$ cat src/rtl/bisqrt_stream_sched.sv
// Round-robin scheduler that time-shares one stochastic square-root kernel among
// NREQ binary clients: clear, warm up, count 2^WIDTH output bits, return the count.
module bisqrt_stream_sched #(
  parameter int NREQ   = 4,
  parameter int WIDTH  = 8,
  parameter int WARMUP = 4,
  localparam int IDW   = (NREQ > 1) ? $clog2(NREQ) : 1
) (
  input  logic                    clk,
  input  logic                    rst_n,
  input  logic [NREQ-1:0]         req_valid,
  input  logic [NREQ*WIDTH-1:0]   req_data,
  output logic [NREQ-1:0]         req_ready,
  output logic                    rsp_valid,
  input  logic                    rsp_ready,
  output logic [IDW-1:0]          rsp_id,
  output logic [WIDTH:0]          rsp_data,
  input  logic [WIDTH-1:0]        rng,
  output logic                    rng_en,
  output logic                    sqrt_clr_n,
  output logic                    sqrt_in,
  input  logic                    sqrt_out
);

  typedef enum logic [2:0] {
    S_IDLE  = 3'd0,
    S_CLEAR = 3'd1,
    S_WARM  = 3'd2,
    S_RUN   = 3'd3,
    S_DONE  = 3'd4
  } state_e;

  localparam logic [WIDTH:0] WARM_LAST = (WIDTH+1)'((WARMUP > 0) ? WARMUP - 1 : 0);

  state_e           state_q, state_d;
  logic [IDW-1:0]   ptr_q, ptr_d;
  logic [IDW-1:0]   id_q, id_d;
  logic [WIDTH-1:0] op_q, op_d;
  logic [WIDTH:0]   cnt_q, cnt_d;
  logic [WIDTH:0]   ones_q, ones_d;
  logic             clr_n_q;

  logic             grant_vld_s;
  logic [IDW-1:0]   grant_idx_s;
  logic             can_grant_s;

  // Round-robin search: first requester above the last grant, wrapping.
  always_comb begin
    int cand;
    grant_vld_s = 1'b0;
    grant_idx_s = '0;
    cand        = 0;
    for (int k = 0; k < NREQ; k++) begin
      cand = int'(ptr_q) + 1 + k;
      if (cand >= NREQ) begin
        cand = cand - NREQ;
      end else begin
        cand = cand;
      end
      if (!grant_vld_s && req_valid[cand]) begin
        grant_vld_s = 1'b1;
        grant_idx_s = IDW'(cand);
      end else begin
        grant_vld_s = grant_vld_s;
      end
    end
  end

  // Grants wait until the kernel has left reset once (clr_n_q high).
  assign can_grant_s = (state_q == S_IDLE) && clr_n_q && grant_vld_s;

  always_comb begin
    req_ready = '0;
    if (can_grant_s) begin
      req_ready[grant_idx_s] = 1'b1;
    end else begin
      req_ready = '0;
    end
  end

  always_comb begin
    state_d = state_q;
    ptr_d   = ptr_q;
    id_d    = id_q;
    op_d    = op_q;
    cnt_d   = cnt_q;
    ones_d  = ones_q;
    case (state_q)
      S_IDLE: begin
        if (can_grant_s) begin
          state_d = S_CLEAR;
          ptr_d   = grant_idx_s;
          id_d    = grant_idx_s;
          op_d    = req_data[int'(grant_idx_s)*WIDTH +: WIDTH];
        end else begin
          state_d = S_IDLE;
        end
      end
      S_CLEAR: begin
        cnt_d   = '0;
        ones_d  = '0;
        state_d = (WARMUP == 0) ? S_RUN : S_WARM;
      end
      S_WARM: begin
        if (cnt_q == WARM_LAST) begin
          cnt_d   = '0;
          state_d = S_RUN;
        end else begin
          cnt_d   = cnt_q + {{WIDTH{1'b0}}, 1'b1};
        end
      end
      S_RUN: begin
        // The MSB of the cycle counter sets after exactly 2^WIDTH RUN cycles.
        ones_d = ones_q + {{WIDTH{1'b0}}, sqrt_out};
        cnt_d  = cnt_q + {{WIDTH{1'b0}}, 1'b1};
        if (cnt_d[WIDTH]) begin
          state_d = S_DONE;
        end else begin
          state_d = S_RUN;
        end
      end
      S_DONE: begin
        if (rsp_ready) begin
          state_d = S_IDLE;
        end else begin
          state_d = S_DONE;
        end
      end
      default: begin
        state_d = S_IDLE;
      end
    endcase
  end

  always_ff @(posedge clk or negedge rst_n) begin
    if (!rst_n) begin
      state_q <= S_IDLE;
      ptr_q   <= IDW'(NREQ - 1);
      id_q    <= '0;
      op_q    <= '0;
      cnt_q   <= '0;
      ones_q  <= '0;
      clr_n_q <= 1'b0;
    end else begin
      state_q <= state_d;
      ptr_q   <= ptr_d;
      id_q    <= id_d;
      op_q    <= op_d;
      cnt_q   <= cnt_d;
      ones_q  <= ones_d;
      clr_n_q <= (state_d != S_CLEAR);
    end
  end

  assign rsp_valid  = (state_q == S_DONE);
  assign rsp_id     = id_q;
  assign rsp_data   = ones_q;
  assign rng_en     = (state_q == S_WARM) || (state_q == S_RUN);
  assign sqrt_in    = rng_en && (rng < op_q);
  assign sqrt_clr_n = clr_n_q;

endmodule

$ cat config.mk
export PLATFORM = sky130hd
export DESIGN_NAME = bisqrt_stream_sched
export DESIGN_NICKNAME = d
export VERILOG_FILES = /design/src/rtl/bisqrt_stream_sched.sv
export SDC_FILE = /design/constraint.sdc
export NUM_CORES = 1
export LEC_CHECK = 0
export BUFFER_PORTS_ARGS = -buffer_cell sky130_fd_sc_hd__buf_4
export CORE_ASPECT_RATIO = 0.75
export CORE_MARGIN = 10
export CORE_UTILIZATION = 51
export CTS_CLUSTER_DIAMETER = 200
export DETAILED_ROUTE_END_ITERATION = 12
export GPL_TIMING_DRIVEN = 0
export PLACE_DENSITY = 0.79
export SYNTH_ARGS = -nofsm -noshare
export SYNTH_HDL_FRONTEND = slang
export SYNTH_SLANG_ARGS = --single-unit
$ cat constraint.sdc
create_clock -name clk -period 2.3 [get_ports clk]
set_input_delay 0.23 -clock clk [delete_from_list [all_inputs] [get_ports clk]]
set_output_delay 0.23 -clock clk [all_outputs]
set_load 0.01 [all_outputs]
==> results of run 1 <==
-- registers in the layout (all words and copies together), names as in the netlist --
name / flops
cnt_q: 9
rsp_data: 9
op_q: 8
state_q: 3
ptr_q: 2
rsp_id: 2
sqrt_clr_n: 1
-- worst max path at each step --
stage | to | start | depth (start not counted) | slack (ns)
after CTS | req_ready[1] | state_q[0]$_DFF_PN0_ | 7 | 0.06
after detailed placement | cnt_q[2]$_DFFE_PN0P_ | cnt_q[4]$_DFFE_PN0P_ | 5 | 0.08
after floorplan | cnt_q[2]$_DFFE_PN0P_ | cnt_q[4]$_DFFE_PN0P_ | 5 | 0.20
after global placement | cnt_q[2]$_DFFE_PN0P_ | cnt_q[4]$_DFFE_PN0P_ | 5 | 0.09
final | cnt_q[2]$_DFFE_PN0P_ | cnt_q[4]$_DFFE_PN0P_ | 5 | 0.1
after global routing | req_ready[1] | state_q[0]$_DFF_PN0_ | 6 | 0.006
-- what timing repair did --
action | CTS | global route
endpoints found under the setup margin | 4 | 14
hold buffers | 1 | 0
setup buffers | 2 | 2
endpoints found under the hold margin | 32 | 0
pin swaps | 0 | 0
resized for setup | 2 | 0
-- logic make-up (layout without fill, tap and decap cells) --
group | Yosys count | after routing | share of synthesized area, %
AO/OA/AOI/OAI | 46 | 46 | 16.2
XOR/XNOR | 6 | 6 | 2.52
adder cells (fa/ha/maj) | 10 | 10 | 6.01
buffers and inverters | 22 | 98 | 4.02
flip-flops | 34 | 34 | 41.0
multiplexers | 22 | 22 | 10.8
AND/OR/NAND/NOR | 83 | 83 | 19.5
-- report_power, final --
part	internal (mW)	total, mW	switching (mW)
registers	0.790	0.983	0.193
clock network	0.242	0.462	0.221
logic	0.519	1.01	0.487
-- critical path: stages (launching register included) --
cell and delay (ns):
dfrtp_1 0.42, or4_1 0.55, or4_1 0.45, or3b_4 0.40
a21oi_4 0.20, nor2_1 0.07
-- area by class of cell --
| class | instances | area (um^2) | area share (%) |
|---|---|---|---|
| multi-input combinational | 167 | 1150 | 41.3 |
| clock inverter | 1 | 5.00 | 0.181 |
| inverter | 13 | 52.6 | 1.90 |
| sequential | 34 | 853 | 30.8 |
| clock buffer | 7 | 86.3 | 3.11 |
| buffer | 6 | 25.0 | 0.903 |
| tap | 55 | 68.8 | 2.48 |
| timing repair buffer | 71 | 536 | 19.3 |
-- layer usage --
layer | share of wire (%) | GRT usage [%]
met5 | 0 | 0
met4 | 1.4 | 5.71
met3 | 5.5 | 4.82
met2 | 48 | 26.2
met1 | 45 | 21.2
-- stage by stage --
step	worst slack [ns]	cells	hold slack [ns]	area [um^2]	total power, mW
floorplan	0.199	223	-0.0656	2080	1.61
CTS	0.0582	354	0.228	2770	2.45
finish	0.0961	354	0.238	2770	2.45
detailed placement	0.0828	344	0.209	2650	1.97
global route	0.00596	354	0.248	2770	2.67
global placement	0.0942	344	0.206	2650	1.93
-- cell usage in the layout, fill, tap and decap left out, types with 8 or more instances in the layout --
cell,n
o21ai_0,9
nand2b_1,8
nand2_1,30
o221ai_1,8
buf_4,70
mux2i_1,18
inv_1,12
nand3_1,8
nor2_1,14
ha_1,10
dfrtp_1,32
==> metrics.csv, run 1 <==
stage,metric,value,unit
status,outcome,completed,
timing,relative slew slack,50.8,%
logic_synthesis,Synth top area share,38.4,%
critical_path,CP Launch Type,register,
routing,Routed Antenna Nets,0,
placement,Port Buffers,66,
global_routing,initial antenna violation count,0,
timing,Final Hold Vio Count,0,
timing,worst slew pin tran,0.738,ns
routing,post-route DRC violation count,0,
critical_path,Worst R2R Setup Slack,0.1,ns
critical_path,Reg2Reg Depth,5,
power,VDD IR-drop max,498,uV
timing,RSZ-0062 raised after global routing,no,
clock_tree,Clock Tree Buf Depth,2,
power,Pleak,1.36,nW
critical_path,crit end category,register,
timing,Final Critical Period,2.20,ns
logic_synthesis,Synth top cells by count,"dfrtp_1, nand2_1, mux2i_1",
routing,drt wl/cell,15.4,um
critical_path,Crit Path Max Fanout,5,
logic_synthesis,most common cell in the netlist,dfrtp_1,
global_routing,first-pass GRT wire length,9430,um
hold_path,Hold Path Sink,state_q[2]$_DFF_PN0_,
logic_synthesis,Post-Syn Nets,281,
cells_and_area,area grow syn2layout,33.1,%
run,maximum capacitance violations,0,
logic_synthesis,top area cells in the synthesized netlist,"dfrtp_1, mux2i_1, ha_1",
floorplanning,DIE WIDTH,93.8,um
logic_synthesis,asr flop ratio synth,100,%
clock_tree,CTS Sinks,34,
timing,Final Max Slew Viols,0,
clock_tree,Root Driver,clkbuf_8,
logic_synthesis,Yosys reg bits,34,
timing,final worst path period share,95.8,%
cells_and_area,fraction of layout cells with a size suffix above 1,30.1,%
critical_path,worst r2r dst,cnt_q[2]$_DFFE_PN0P_,
logic_synthesis,register area share after synthesis,41.0,%
routing,Vias per Instance,5.38,
timing,f_max,454,MHz
routing,Via Count,1903,
critical_path,r2r startpoint,cnt_q[4]$_DFFE_PN0P_,
critical_path,crit path DAT,2.38,ns
logic_synthesis,Yosys cell types,40,
cells_and_area,Fill cells,329,
floorplanning,Starting Density,52.0,%
hold_path,hold path depth,3,
floorplanning,io pins,67,
timing,Setup-failing EPs final,0,
floorplanning,Die Y,75.4,um
cells_and_area,final net count,356,
timing,Worst Skew,0.00638,ns
placement,post-DP HPWL,4170,um
hold_path,Hold Path Class,in -> reg,
floorplanning,# rows,20,
critical_path,Worst EP required,2.48,ns
cells_and_area,"Core Util, Final",69.3,%
logic_synthesis,ys flop type,dfrtp_1,
logic_synthesis,cell area after synthesis,0.00208,mm^2
logic_synthesis,synthesized area per cell,9.34,um^2
clock_tree,TritonCTS clock tree,done,
power,Power Dens Cells,884,mW/mm^2
placement,gpl congestion,0.806,
hold_path,hold path startpoint,rsp_ready,
global_routing,pin count of the biggest net entering global routing,35,
clock_tree,H-tree levels,2,
cells_and_area,Ant. Diodes,0,
clock_tree,worst skew pair latency,0.29,ns
routing,Initial DRT Pass Iterations,4,
logic_synthesis,Post-synth EDFFs,0,
global_routing,Total GRT Usage,16.5,%
floorplanning,core area,0.00400,mm^2
routing,Post-Route WL,5460,um
logic_synthesis,Yosys top cell by area,dfrtp_1,
routing,DR iter-0 viols,88,
clock_tree,clk slew on worst S/H paths,0.07,ns
clock_tree,TritonCTS Buffers,5,
floorplanning,die area,0.00707,mm^2
global_routing,vias in the first global route,1946,
logic_synthesis,Cells after Synth,223,
global_routing,Congestion Overflow GR,0,
critical_path,CP Class,reg -> reg,
logic_synthesis,synth warn,0,
timing,setup TNS,0,ns
(Power assumes the default switching activity.)
==> inputs of run 2 (changes only) <==
- clock period: 2.3 -> 2.1 ns (I/O delays scaled with it)
==> run 2 against run 1 <==
Compared with the run above:
- the run now ends with negative setup slack left
- final cell count unchanged
- clock power grew 27%
- sequential power increased by 9%
- power increased by 14%
- first-iteration DRC count fell by 6.8%
- register-to-register slack got worse by 0.12 ns
- utilization grew 1.0 points
- clock skew grew 0.0036 ns
- worst hold slack better by 0.0031 ns
- cell area up 1.5%
- largest cell class unchanged
==> metrics.csv, run 2 (synthesis results as in run 1) <==
stage,metric,value,unit,change
status,outcome,"finished, violations left",,
status,failing checks,negative setup slack,,
floorplanning,# rows,20,,unchanged
routing,drt wl/cell,14.8,um,-3.9%
clock_tree,Clock Tree Buf Depth,2,,unchanged
global_routing,first-pass GRT wire length,8920,um,-5.3%
global_routing,Total GRT Usage,15.6,%,-0.98 points
critical_path,crit path DAT,2.28,ns,-0.10 ns
critical_path,CP Cell Sequence,or4_4 > or4_4 > or3b_4 > a21oi_4 > nor2_1,,
clock_tree,worst skew pair latency,0.28,ns,about the same
cells_and_area,fraction of layout cells with a size suffix above 1,31.8,%,+1.7 points
power,Pleak,1.38,nW,+1.1%
cells_and_area,Non-Filler Instances,354,,unchanged
timing,RSZ-0062 raised after global routing,yes,,
timing,WHS,0.241,ns,+0.00306 ns
timing,Final Hold Vio Count,0,,unchanged
placement,Place WS,-0.0808,ns,-0.164 ns
clock_tree,TritonCTS Buffers,5,,unchanged
floorplanning,DIE WIDTH,93.8,um,unchanged
clock_tree,H-tree levels,2,,unchanged
critical_path,Worst path slowest cell,or4_4,,
cells_and_area,"commonest cells after routing, fill and taps aside","buf_4, dfrtp_1, nand2_1",,
floorplanning,io pins,67,,unchanged
critical_path,Crit Path Max Fanout,5,,unchanged
timing,f_max,471,MHz,+3.7%
timing,Worst Skew,0.0100,ns,+0.00362 ns
routing,Vias per Instance,5.38,,about the same
global_routing,met2 usage,25.4,%,-0.77 points
timing,final worst slack,-0.0253,ns,-0.121 ns
timing,Final Max Slew Viols,0,,unchanged
global_routing,grt met3 use,5.61,%,+0.79 points
clock_tree,TritonCTS clock tree,done,,
power,VDD IR-drop max,626,uV,+26%
placement,post-DP HPWL,4020,um,-3.4%
critical_path,CP Class,reg -> reg,,
cells_and_area,"most common cell after layout, fill and taps aside",buf_4,,
critical_path,CP Launch Type,register,,
floorplanning,core area,0.00400,mm^2,unchanged
global_routing,global routing usage on met1,19.7,%,-1.5 points
power,Power Dens Cells,994,mW/mm^2,+12%
cells_and_area,area grow syn2layout,35.1,%,
critical_path,WP buf/inv,0,,unchanged
placement,gpl congestion,0.825,,+2.4%
global_routing,vias in the first global route,1899,,-2.4%
critical_path,CP most frequent cell,or4_4,,
timing,final worst path period share,101,%,+5.4 points
routing,Post-Route WL,5250,um,-3.9%
global_routing,pin count of the biggest net entering global routing,35,,unchanged
routing,DR iter-0 viols,82,,-6.8%
critical_path,"delay-heaviest family, CP",simple AND/OR/NAND/NOR gates,,
global_routing,initial antenna violation count,0,,unchanged
global_routing,Congestion Overflow GR,0,,unchanged
power,Final Power,2.80,mW,+14%
timing,Setup-failing EPs final,5,,+5
cells_and_area,Fill cells,323,,-1.8%
floorplanning,Starting Density,52.0,%,unchanged
critical_path,crit-path max cell delay,0.54,ns,about the same
placement,dpl cell area,0.00265,mm^2,unchanged
clock_tree,CTS Sinks,34,,unchanged
timing,relative slew slack,60.0,%,+9.2 points
floorplanning,Die Y,75.4,um,unchanged
critical_path,Worst setup startpoint,cnt_q[4]$_DFFE_PN0P_,,
routing,Via Count,1904,,+0.053%
clock_tree,Root Driver,clkbuf_8,,
routing,post-route DRC violation count,0,,unchanged
timing,Final Critical Period,2.13,ns,-0.0787 ns
critical_path,r2r startpoint,cnt_q[4]$_DFFE_PN0P_,,
placement,Placed Cells,344,,unchanged
floorplanning,die area,0.00707,mm^2,unchanged
hold_path,hold path startpoint,req_data[7],,
run,maximum capacitance violations,0,,unchanged
routing,Initial DRT Pass Iterations,4,,unchanged
cells_and_area,final net count,356,,unchanged
cells_and_area,Ant. Diodes,0,,unchanged
critical_path,crit end category,register,,
placement,Port Buffers,66,,unchanged
hold_path,Hold Path Class,in -> reg,,
cells_and_area,post-route cell area,0.00281,mm^2,+1.5%
critical_path,Worst EP required,2.26,ns,-0.22 ns
routing,Routed Antenna Nets,0,,unchanged
timing,worst slew pin tran,0.596,ns,-0.143 ns
global_routing,GR peak layer,met2,,
clock_tree,clk slew on worst S/H paths,0.07,ns,about the same
run 2: cell count changes in the layout (fill, tap and decap cells not counted), moves of 2 or more:
cell     delta
buf_2       -2
o21ai_0     -2
o21ai_1     +2
or4_1       -2
or4_4       +2
run 2: what timing repair did:
action,CTS,global route
hold endpoints to repair,32,0
hold buffers,1,0
buffers inserted,3,0
pin swaps,4,3
endpoints found under the setup margin,17,19
resized for setup,6,12
run 2: metal layers:
metal / up-vias / part of all wire, %
met1: 897 / 47
met2: 55 / 47
li1: 950 / -
met5: - / 0
met4: 0 / 0.44
met3: 2 / 6.1
run 2: metrics by stage:
step / setup TNS (ns) / utilization, %
global route: -0.438 / 70.3
floorplan: 0 / -
global placement: -0.357 / 66.1
detailed placement: -0.463 / 66.1
finish: -0.0749 / 70.3
CTS: -0.181 / 69.8
run 2: tightest hold or removal path: cells and delay by family:
family,cells,cell delay (ns)
compound gates,1,0.14
mux,1,0.05
buf+inv,1,0.08
run 2: report_power, final:
part | internal (mW) | leakage [nW] | total, mW | switching (mW)
Sequential | 0.865 | 0.401 | 1.07 | 0.202
Combinational | 0.597 | 0.921 | 1.15 | 0.549
Clock | 0.355 | 0.0524 | 0.585 | 0.229
run 2: worst paths after layout:
path / slack, ns / endpoint / cells after the start
max reg2reg: -0.03 / cnt_q[3]$_DFFE_PN0P_ / 5
min reg2reg: 0.49 / rsp_id[1]$_DFFE_PN0P_ / 2
min in group asynchronous: 0.41 / rsp_data[7]$_DFFE_PN0P_ / 2
max: -0.03 / cnt_q[3]$_DFFE_PN0P_ / 5
max in group asynchronous: 1.35 / ptr_q[1]$_DFFE_PN1P_ / 2
min: 0.24 / op_q[7]$_DFFE_PN0P_ / 3
run 2: final cells by class:
type                            count  area (um^2)  share of cell area [%]
Multi-Input combinational cell    167         1170                    41.4
Sequential cell                    34          853                    30.3
Timing Repair Buffer               70          528                    18.8
Clock buffer                        7         76.3                    2.71
Tap cell                           55         68.8                    2.45
Inverter                           13         48.8                    1.73
Buffer                              7         42.5                    1.51
Clock inverter                      1         30.0                    1.07
==> inputs of run 3 (changes only) <==
- CELL_PAD_IN_SITES_DETAIL_PLACEMENT: default -> 1
- CELL_PAD_IN_SITES_GLOBAL_PLACEMENT: default -> 2
- CORE_UTILIZATION: 51 -> 30
==> run 3 against run 2 <==
Compared with the run above:
- the flow still finishes with violations (negative setup slack)
- first-iteration DRC count decreased by 17%
- highest routed layer unchanged
- worst hold slack got worse by 0.022 ns
- global-route usage is 3.3 points lower
- setup slack lost 0.053 ns
- clock power down 8.9%
- die area rose by 52%
- cell area grew 1.3%
- maximum frequency is 2.4% lower
- register-to-register slack lost 0.05 ns
==> metrics.csv, run 3 (synthesis results as in run 1) <==
stage,metric,value,unit,change
floorplanning,Die Y,92.2,um,+22%
cells_and_area,Non-Filler Instances,383,,+8.2%
power,Pleak,1.37,nW,about the same
global_routing,Congestion Overflow GR,0,,unchanged
timing,worst slew pin tran,0.591,ns,-0.00427 ns
global_routing,initial antenna violation count,0,,unchanged
global_routing,Total GRT Usage,12.3,%,-3.3 points
clock_tree,TritonCTS clock tree,done,,
run,maximum capacitance violations,0,,unchanged
routing,Initial DRT Pass Iterations,4,,unchanged
clock_tree,CTS Sinks,34,,unchanged
cells_and_area,"Core Util, Final",42.1,%,-28 points
routing,post-route DRC violation count,0,,unchanged
clock_tree,TritonCTS Buffers,5,,unchanged
critical_path,CP Cell Sequence,or4_4 > or4_4 > or3b_4 > a21oi_4 > nor2_1,,
routing,DR iter-0 viols,68,,-17%
cells_and_area,fraction of layout cells with a size suffix above 1,33.4,%,+1.7 points
timing,Setup-failing EPs final,5,,unchanged
critical_path,CP most frequent cell,or4_4,,
power,Power Dens Cells,975,mW/mm^2,-1.9%
status,failing checks,negative setup slack,,
timing,Final Critical Period,2.18,ns,+0.0531 ns
routing,Via Count,1880,,-1.3%
floorplanning,die area,0.0107,mm^2,+52%
timing,f_max,459,MHz,-2.4%
cells_and_area,Ant. Diodes,0,,unchanged
floorplanning,# rows,26,,+30%
timing,Final Max Slew Viols,0,,unchanged
global_routing,first-pass GRT wire length,10600,um,+19%
clock_tree,Root Driver,clkbuf_8,,
power,VDD IR-drop max,298,uV,-52%
critical_path,Worst EP required,2.27,ns,about the same
timing,WHS,0.219,ns,-0.0217 ns
critical_path,crit end category,register,,
status,outcome,"finished, violations left",,
timing,Worst Skew,0.0148,ns,+0.00476 ns
global_routing,vias in the first global route,2012,,+6.0%
timing,Final Hold Vio Count,0,,unchanged
critical_path,crit-path max cell delay,0.55,ns,about the same
critical_path,crit path DAT,2.34,ns,+0.06 ns
routing,Routed Antenna Nets,0,,unchanged
placement,Port Buffers,66,,unchanged
clock_tree,Clock Tree Buf Depth,2,,unchanged
floorplanning,Starting Density,30.8,%,-21 points
cells_and_area,final net count,356,,unchanged
floorplanning,io pins,67,,unchanged
routing,drt wl/cell,16.7,um,+13%
clock_tree,H-tree levels,2,,unchanged
cells_and_area,"commonest cells after routing, fill and taps aside","buf_4, dfrtp_1, nand2_1",,
cells_and_area,Fill cells,807,,+150%
power,Final Power,2.78,mW,-0.60%
hold_path,Hold Path Class,in -> reg,,
timing,relative slew slack,60.2,%,+0.29 points
placement,gpl congestion,0.769,,-6.8%
routing,Vias per Instance,4.91,,-8.7%
floorplanning,DIE WIDTH,116,um,+24%
timing,setup TNS,-0.302,ns,-0.227 ns
floorplanning,core area,0.00677,mm^2,+69%
cells_and_area,post-route cell area,0.00285,mm^2,+1.3%
placement,Place WS,-0.157,ns,-0.0758 ns
clock_tree,worst skew pair latency,0.29,ns,about the same
critical_path,Worst path slowest cell,or4_4,,
timing,final worst slack,-0.0783,ns,-0.0531 ns
placement,Placed Cells,373,,+8.4%
critical_path,CP Launch Type,register,,
cells_and_area,area grow syn2layout,36.9,%,
critical_path,CP Class,reg -> reg,,
timing,final worst path period share,104,%,+2.5 points
timing,RSZ-0062 raised after global routing,yes,,
routing,Post-Route WL,6400,um,+22%
clock_tree,clk slew on worst S/H paths,0.08,ns,about the same
cells_and_area,"most common cell after layout, fill and taps aside",buf_4,,
global_routing,pin count of the biggest net entering global routing,35,,unchanged
placement,post-DP HPWL,4970,um,+24%
placement,dpl cell area,0.00268,mm^2,+1.4%
critical_path,Crit Path Max Fanout,5,,unchanged
## run 3: changes by cell type in the layout (fill, tap and decap cells not counted), sizes merged
cell	before	now
bufinv	1	0
clkinvlp	0	1
clkinv	0	1
clkbuf	12	11
## run 3: final cells by class
type	count	area [um^2]	share of cell area [%]
sequential	34	853	29.9
buffer	7	48.8	1.71
timing repair buffer	70	528	18.5
inverter	13	48.8	1.71
clock inverter	2	12.5	0.439
multi-input combinational	167	1170	41.1
clock buffer	6	82.6	2.90
tap	84	105	3.69
## run 3: where the power goes
part           switching [mW]  internal [mW]
combinational           0.571          0.600
clock                   0.269          0.264
sequential              0.212          0.864
## run 3: critical path, delay by kind of cell, from the launching register on
kind	cells	cell delay, ns
compound gates	1	0.21
flops	1	0.39
simple gates	4	1.45
## run 3: routing by layer
| layer | wire length [um] | up-vias | global-route usage (%) |
|---|---|---|---|
| li1 | - | 944 | - |
| met1 | 3050 | 899 | 16.6 |
| met2 | 3030 | 32 | 19.2 |
| met3 | 255 | 5 | 2.67 |
| met4 | 64 | 0 | 3.12 |
| met5 | 0 | - | 0 |
## run 3: final timing paths
| check | depth (start not counted) | start | end | slack [ns] |
|---|---|---|---|---|
| worst max-delay path | 5 | cnt_q[4]$_DFFE_PN0P_ | cnt_q[2]$_DFFE_PN0P_ | -0.08 |
| worst min-delay path | 3 | rsp_ready | state_q[2]$_DFF_PN0_ | 0.22 |
| worst max register to register | 5 | cnt_q[4]$_DFFE_PN0P_ | cnt_q[2]$_DFFE_PN0P_ | -0.08 |
| worst min register to register | 2 | op_q[2]$_DFFE_PN0P_ | op_q[2]$_DFFE_PN0P_ | 0.50 |
| max in group asynchronous | 2 | rst_n | ptr_q[0]$_DFFE_PN1P_ | 1.34 |
| min in group asynchronous | 2 | rst_n | rsp_data[3]$_DFFE_PN0P_ | 0.41 |
## run 3: timing repair
item | 4_1_cts | 5_1_grt
hold buffers | 1 | 0
resized for setup | 10 | 9
hold endpoints to repair | 32 | 0
pin swaps | 3 | 3
setup endpoints to repair | 19 | 19
buffers inserted | 3 | 0
